<file path="src/rtl/nonce_range_generator.sv">
// Nonce range walker: issues [start_nonce, end_nonce] round-robin to NUM_CORES hash cores.
// Optional NONCE_GEN_EXTRANONCE_EN: wrap the range forever and count passes on extranonce.
module nonce_range_generator #(
    parameter int WIDTH     = 32,
    parameter int NUM_CORES = 4,
    parameter int CORE_W    = 2
) (
    input  logic              clk,
    input  logic              reset,
    input  logic              load,
    input  logic [WIDTH-1:0]  start_nonce,
    input  logic [WIDTH-1:0]  end_nonce,
    input  logic              enable,
    input  logic              stop,
    output logic              out_valid,
    input  logic              out_ready,
    output logic [WIDTH-1:0]  out_nonce,
    output logic [CORE_W-1:0] out_core,
    output logic              busy,
    output logic              done,
    output logic              aborted,
    output logic              range_err,
`ifdef NONCE_GEN_EXTRANONCE_EN
    output logic [31:0]       extranonce,
`endif
    output logic [WIDTH:0]    issued
);

    typedef enum logic [1:0] {
        IDLE = 2'd0,
        RUN  = 2'd1,
        DONE = 2'd2
    } state_t;

    state_t            state;
    state_t            state_next;
    logic [WIDTH-1:0]  cur;
    logic [WIDTH-1:0]  lim;
    logic              handshake;
    logic              at_end;
    logic              bad_range;

    assign handshake = out_valid & out_ready;
    assign at_end    = (cur == lim);
    assign bad_range = (start_nonce > end_nonce);
    assign out_nonce = cur;

`ifdef NONCE_GEN_EXTRANONCE_EN
    logic [WIDTH-1:0] first;
`endif

    always_ff @(posedge clk) begin
        if (reset) state <= IDLE;
        else       state <= state_next;
    end

    always_comb begin
        state_next = state;
        if (load) begin
            state_next = bad_range ? DONE : RUN;
        end else if (state == RUN) begin
            if (stop) begin
                state_next = DONE;
            end
`ifndef NONCE_GEN_EXTRANONCE_EN
            else if (handshake && at_end) begin
                state_next = DONE;
            end
`endif
        end
    end

    always_comb begin
        out_valid = 1'b0;
        busy      = 1'b0;
        if (state == RUN) begin
            out_valid = enable & ~stop;
            busy      = 1'b1;
        end
    end

    // Datapath; load wins over stop and over a same-cycle handshake.
    always_ff @(posedge clk) begin
        if (reset) begin
            cur       <= '0;
            lim       <= '0;
            out_core  <= '0;
            issued    <= '0;
            done      <= 1'b0;
            aborted   <= 1'b0;
            range_err <= 1'b0;
`ifdef NONCE_GEN_EXTRANONCE_EN
            first      <= '0;
            extranonce <= '0;
`endif
        end else if (load) begin
            cur       <= start_nonce;
            lim       <= end_nonce;
            out_core  <= '0;
            issued    <= '0;
            aborted   <= 1'b0;
            done      <= bad_range;
            range_err <= bad_range;
`ifdef NONCE_GEN_EXTRANONCE_EN
            first      <= start_nonce;
            extranonce <= '0;
`endif
        end else if (state == RUN) begin
            if (stop) begin
                done    <= 1'b1;
                aborted <= 1'b1;
            end else if (handshake) begin
                out_core <= (out_core == CORE_W'(NUM_CORES - 1)) ? '0 : out_core + 1'b1;
`ifdef NONCE_GEN_EXTRANONCE_EN
                if (issued != '1) issued <= issued + 1'b1;
                if (at_end) begin
                    cur        <= first;
                    extranonce <= extranonce + 32'd1;
                end else begin
                    cur <= cur + 1'b1;
                end
`else
                issued <= issued + 1'b1;
                // Never increment past lim, so an all-ones end cannot wrap cur to 0.
                if (at_end) done <= 1'b1;
                else        cur  <= cur + 1'b1;
`endif
            end
        end
    end

endmodule
</file>
<file path="config.mk">
export PLATFORM = sky130hd
export DESIGN_NAME = nonce_range_generator
export DESIGN_NICKNAME = d
export VERILOG_FILES = /design/src/rtl/nonce_range_generator.sv
export SDC_FILE = /design/constraint.sdc
export NUM_CORES = 1
export LEC_CHECK = 0
export ABC_AREA = 1
export CAP_MARGIN = 20
export CORE_MARGIN = 2
export CORE_UTILIZATION = 55
export CTS_CLUSTER_DIAMETER = 40
export DETAILED_ROUTE_END_ITERATION = 6
export HOLD_SLACK_MARGIN = 0.06
export PLACE_DENSITY = 0.91
export SYNTH_ARGS = -nofsm -noshare
export SYNTH_HDL_FRONTEND = slang
export SYNTH_SLANG_ARGS = --single-unit
</file>
<file path="constraint.sdc">
create_clock -name clk -period 2.6 [get_ports clk]
set_input_delay 0.52 -clock clk [delete_from_list [all_inputs] [get_ports clk]]
set_output_delay 0.52 -clock clk [all_outputs]
set_load 0.05 [all_outputs]
</file>
==> results.py <==
metrics = {
    "routing": {
        "drt_first_pass_iters": 5,
        "finalWirelength_um": 19600,
        "drc": 0,
        "route.vias.total": 7375,
        "ant_nets": 0,
        "routedWlPerCell_um": 14.8,
        "vias_per_cell": 5.55,
        "drt_iter0_drc": 721,
    },
    "synthesis": {
        "ys_ff_latch": 104,
        "ys_types": 34,
        "ys_warn_count": 0,
        "syn_area_mm2": 0.00679,
        "avgSynthCellArea_um2": 6.47,
        "syn_inst": 1050,
        "ys_async_sr_fraction_pct": 0,
        "seq_area_frac_synth_pct": 30.7,
        "synth_nets": 1155,
        "synth_edf_count": 0,
        "ys.flop_type": "dfxtp_1",
    },
    "critical_path": {
        "start_kind": "flip-flop",
        "critical_path_class": "reg -> out",
        "crit_path_cell_trace": "clkdlybuf4s50_1",
        "slowest_delay_ns": 0.87,
        "worst_ep_required_time_ns": 2.08,
        "crit_path_end_kind": "output port",
        "critical_path.top_delay_family": "buffers and inverters",
        "worstPathMaxFanout": 8,
        "cp_data_arrival_time_ns": 1.75,
        "crit_buf_inv": 1,
        "cp_slowest_cell": "clkdlybuf4s50_1",
    },
    "power_and_ir_drop": {
        "p_leak_uw": 0.00333,
        "power_frac_comb_pct": 20.4,
        "sequentialPowerShare_pct": 46.2,
        "sw_frac_of_total_pct": 30.3,
        "p_per_area_mw_per_mm2": 440,
        "power.internal_uw": 2630,
        "p_clk_share_pct": 33.4,
        "ir_drop_mv": 0.377,
        "switchingPower_uw": 1150,
    },
    "cts": {
        "clockBufferDepth": 2,
        "insertion_delay_ns": 0.35,
        "ctsResizeCount": 0,
        "cts_buffers": 9,
        "cts-hold-fix-buffers": 0,
        "cts_tree": "built",
        "clk_pin_slew_ns": 0.07,
        "cts_root_buffer": "clkbuf_16",
        "cts.sinks": 104,
        "ctsHtreeMaxLevel": 3,
        "postCtsSetupBuffers": 0,
    },
    "sta": {
        "final_hold_viol_count": 0,
        "relSlewSlack_pct": 49.0,
        "grt_setup_unrepaired": "false",
        "worst_clock_skew_ns": 0.00735,
        "timing.setup.tns_ns": 0,
        "drv_slew": 0,
        "final-setup-viol-count": 0,
        "fin_crit_ns": 2.27,
        "tightest_slew_ns": 0.764,
        "final.period_utilization_pct": 87.4,
        "hold_ws_ns": 0.455,
        "fmax_ghz": 0.440,
    },
    "floorplan": {
        "design.core.area_mm2": 0.0120,
        "start_util_pct": 56.6,
        "die_width_um": 115,
        "die_area_mm2": 0.0133,
        "row_count": 40,
        "fp.dieH_um": 115,
        "num_io_pins": 142,
    },
    "placement": {
        "port_buffers": 141,
        "placedCellCount": 1313,
        "gp_congestion": 0.934,
        "dpl.hpwl_um": 14900,
    },
    "worst_hold_path": {
        "min_path_type": "reg -> reg",
    },
    "outcome": {
        "status": "complete, no violations",
    },
    "global_route": {
        "grt_pass1_vias": 6882,
        "grt_util_met3_pct": 6.38,
        "grt-ovfl-total": 0,
        "antenna_found_initial": 0,
        "grtUsageTotal_pct": 30.2,
        "grt_first_pass_wirelength_um": 32600,
        "grt_busiest_layer": "met2",
        "use_met1_pct": 40.1,
        "grt.met2_usage_pct": 48.5,
        "grt_max_degree": 84,
    },
    "final_layout": {
        "final_nets": 1282,
        "final_core_util_pct": 71.5,
        "diodes": 0,
        "area_growth_pct": 26.5,
        "instances_no_fill": 1329,
        "drive_above_1_share_pct": 5.08,
    },
    "flow_run": {
        "drv_cap": 0,
    },
}
[layout by cell type, fill, tap and decap left out, drive strengths merged, types with 31 or more instances in the layout]
master,Yosys,layout
xnor2,31,31
nor2,118,118
ha,35,35
clkdlybuf4s50,0,139
a21oi,105,105
dfxtp,104,104
o21ai,73,73
nand2,287,287
nor3,35,35
nand3,52,52
inv,104,104
[per-stage QoR]
stage	cell area (um^2)	setup slack (ns)	total power, uW
after floorplan	6790	0.248	2250
after global placement	8320	0.159	2520
after detailed placement	8320	0.0845	2540
after CTS	8590	0.337	3790
after global routing	8590	0.179	3950
final	8590	0.328	3780
[power groups by stage]
stage	sequential (uW)	combinational, uW	clock, uW
detailed placement	1780	764	0
global route	1750	849	1340
global placement	1780	742	0
floorplan	1870	379	0
CTS	1740	769	1280
finish	1750	772	1260
[area by class of cell]
cell class / count / area, um^2
multi-input combinational: 804 / 4160
fill: 999 / 3420
clock inverter: 5 / 33.8
clock buffer: 11 / 233
sequential: 104 / 2080
tap: 147 / 184
timing repair buffer: 153 / 1510
inverter: 105 / 394
[state kept, by name (all words and copies together) (netlist names)]
signal / cells
issued: 33
lim: 32
out_nonce: 32
out_core: 2
state: 2
aborted: 1
done: 1
range_err: 1
[Yosys cell counts, types with 5 or more instances]
cell type	number	share of area, %
inv_2	8	0.44
nor4_1	5	0.46
o21ai_1	13	0.96
nand3_1	50	3.7
inv_1	96	5.3
xor2_1	28	3.6
dfxtp_1	104	31
buf_4	5	0.55
ha_1	35	6.4
clkbuf_1	26	1.4
xnor2_1	31	4.0
or2_0	5	0.46
nor2_1	114	6.3
a21oi_1	105	7.7
nand2_1	283	16
o21ai_0	60	4.4
nand4_1	19	1.7
nor3_2	12	1.8
nor3_1	23	1.7
[routing by layer]
layer / up-vias / wire, um / share of wire, %
li1: 3661 / - / -
met1: 3331 / 8470 / 43
met2: 336 / 8950 / 46
met3: 47 / 1700 / 8.6
met4: 0 / 535 / 2.7
met5: - / 0 / 0
[worst reg2reg max path, delay by kind of cell, from the launching register on]
kind	cells	cell delay (ns)
AOI/OAI and AO/OA	1	0.15
adders and majority gates	1	0.26
DFF	1	0.47
and+or+nand+nor	9	1.21
[final timing paths]
check	start	depth (start not counted)	end	slack, ns
max	out_nonce[22]	1	out_nonce[22]	0.33
min	aborted	2	aborted	0.46
max reg2reg	out_nonce[1]	11	out_nonce[22]	0.46
min reg2reg	aborted	2	aborted	0.46
[logic make-up (layout without fill, tap and decap cells)]
kind of cell | Yosys count | count (layout) | share of synthesized area, %
compound gates | 183 | 183 | 13.7
fa+ha+maj | 35 | 35 | 6.45
simple gates | 527 | 527 | 33.4
xor+xnor | 59 | 59 | 7.61
flops | 104 | 104 | 30.7
buf+inv | 142 | 274 | 8.16
(Power assumes the default switching activity.)
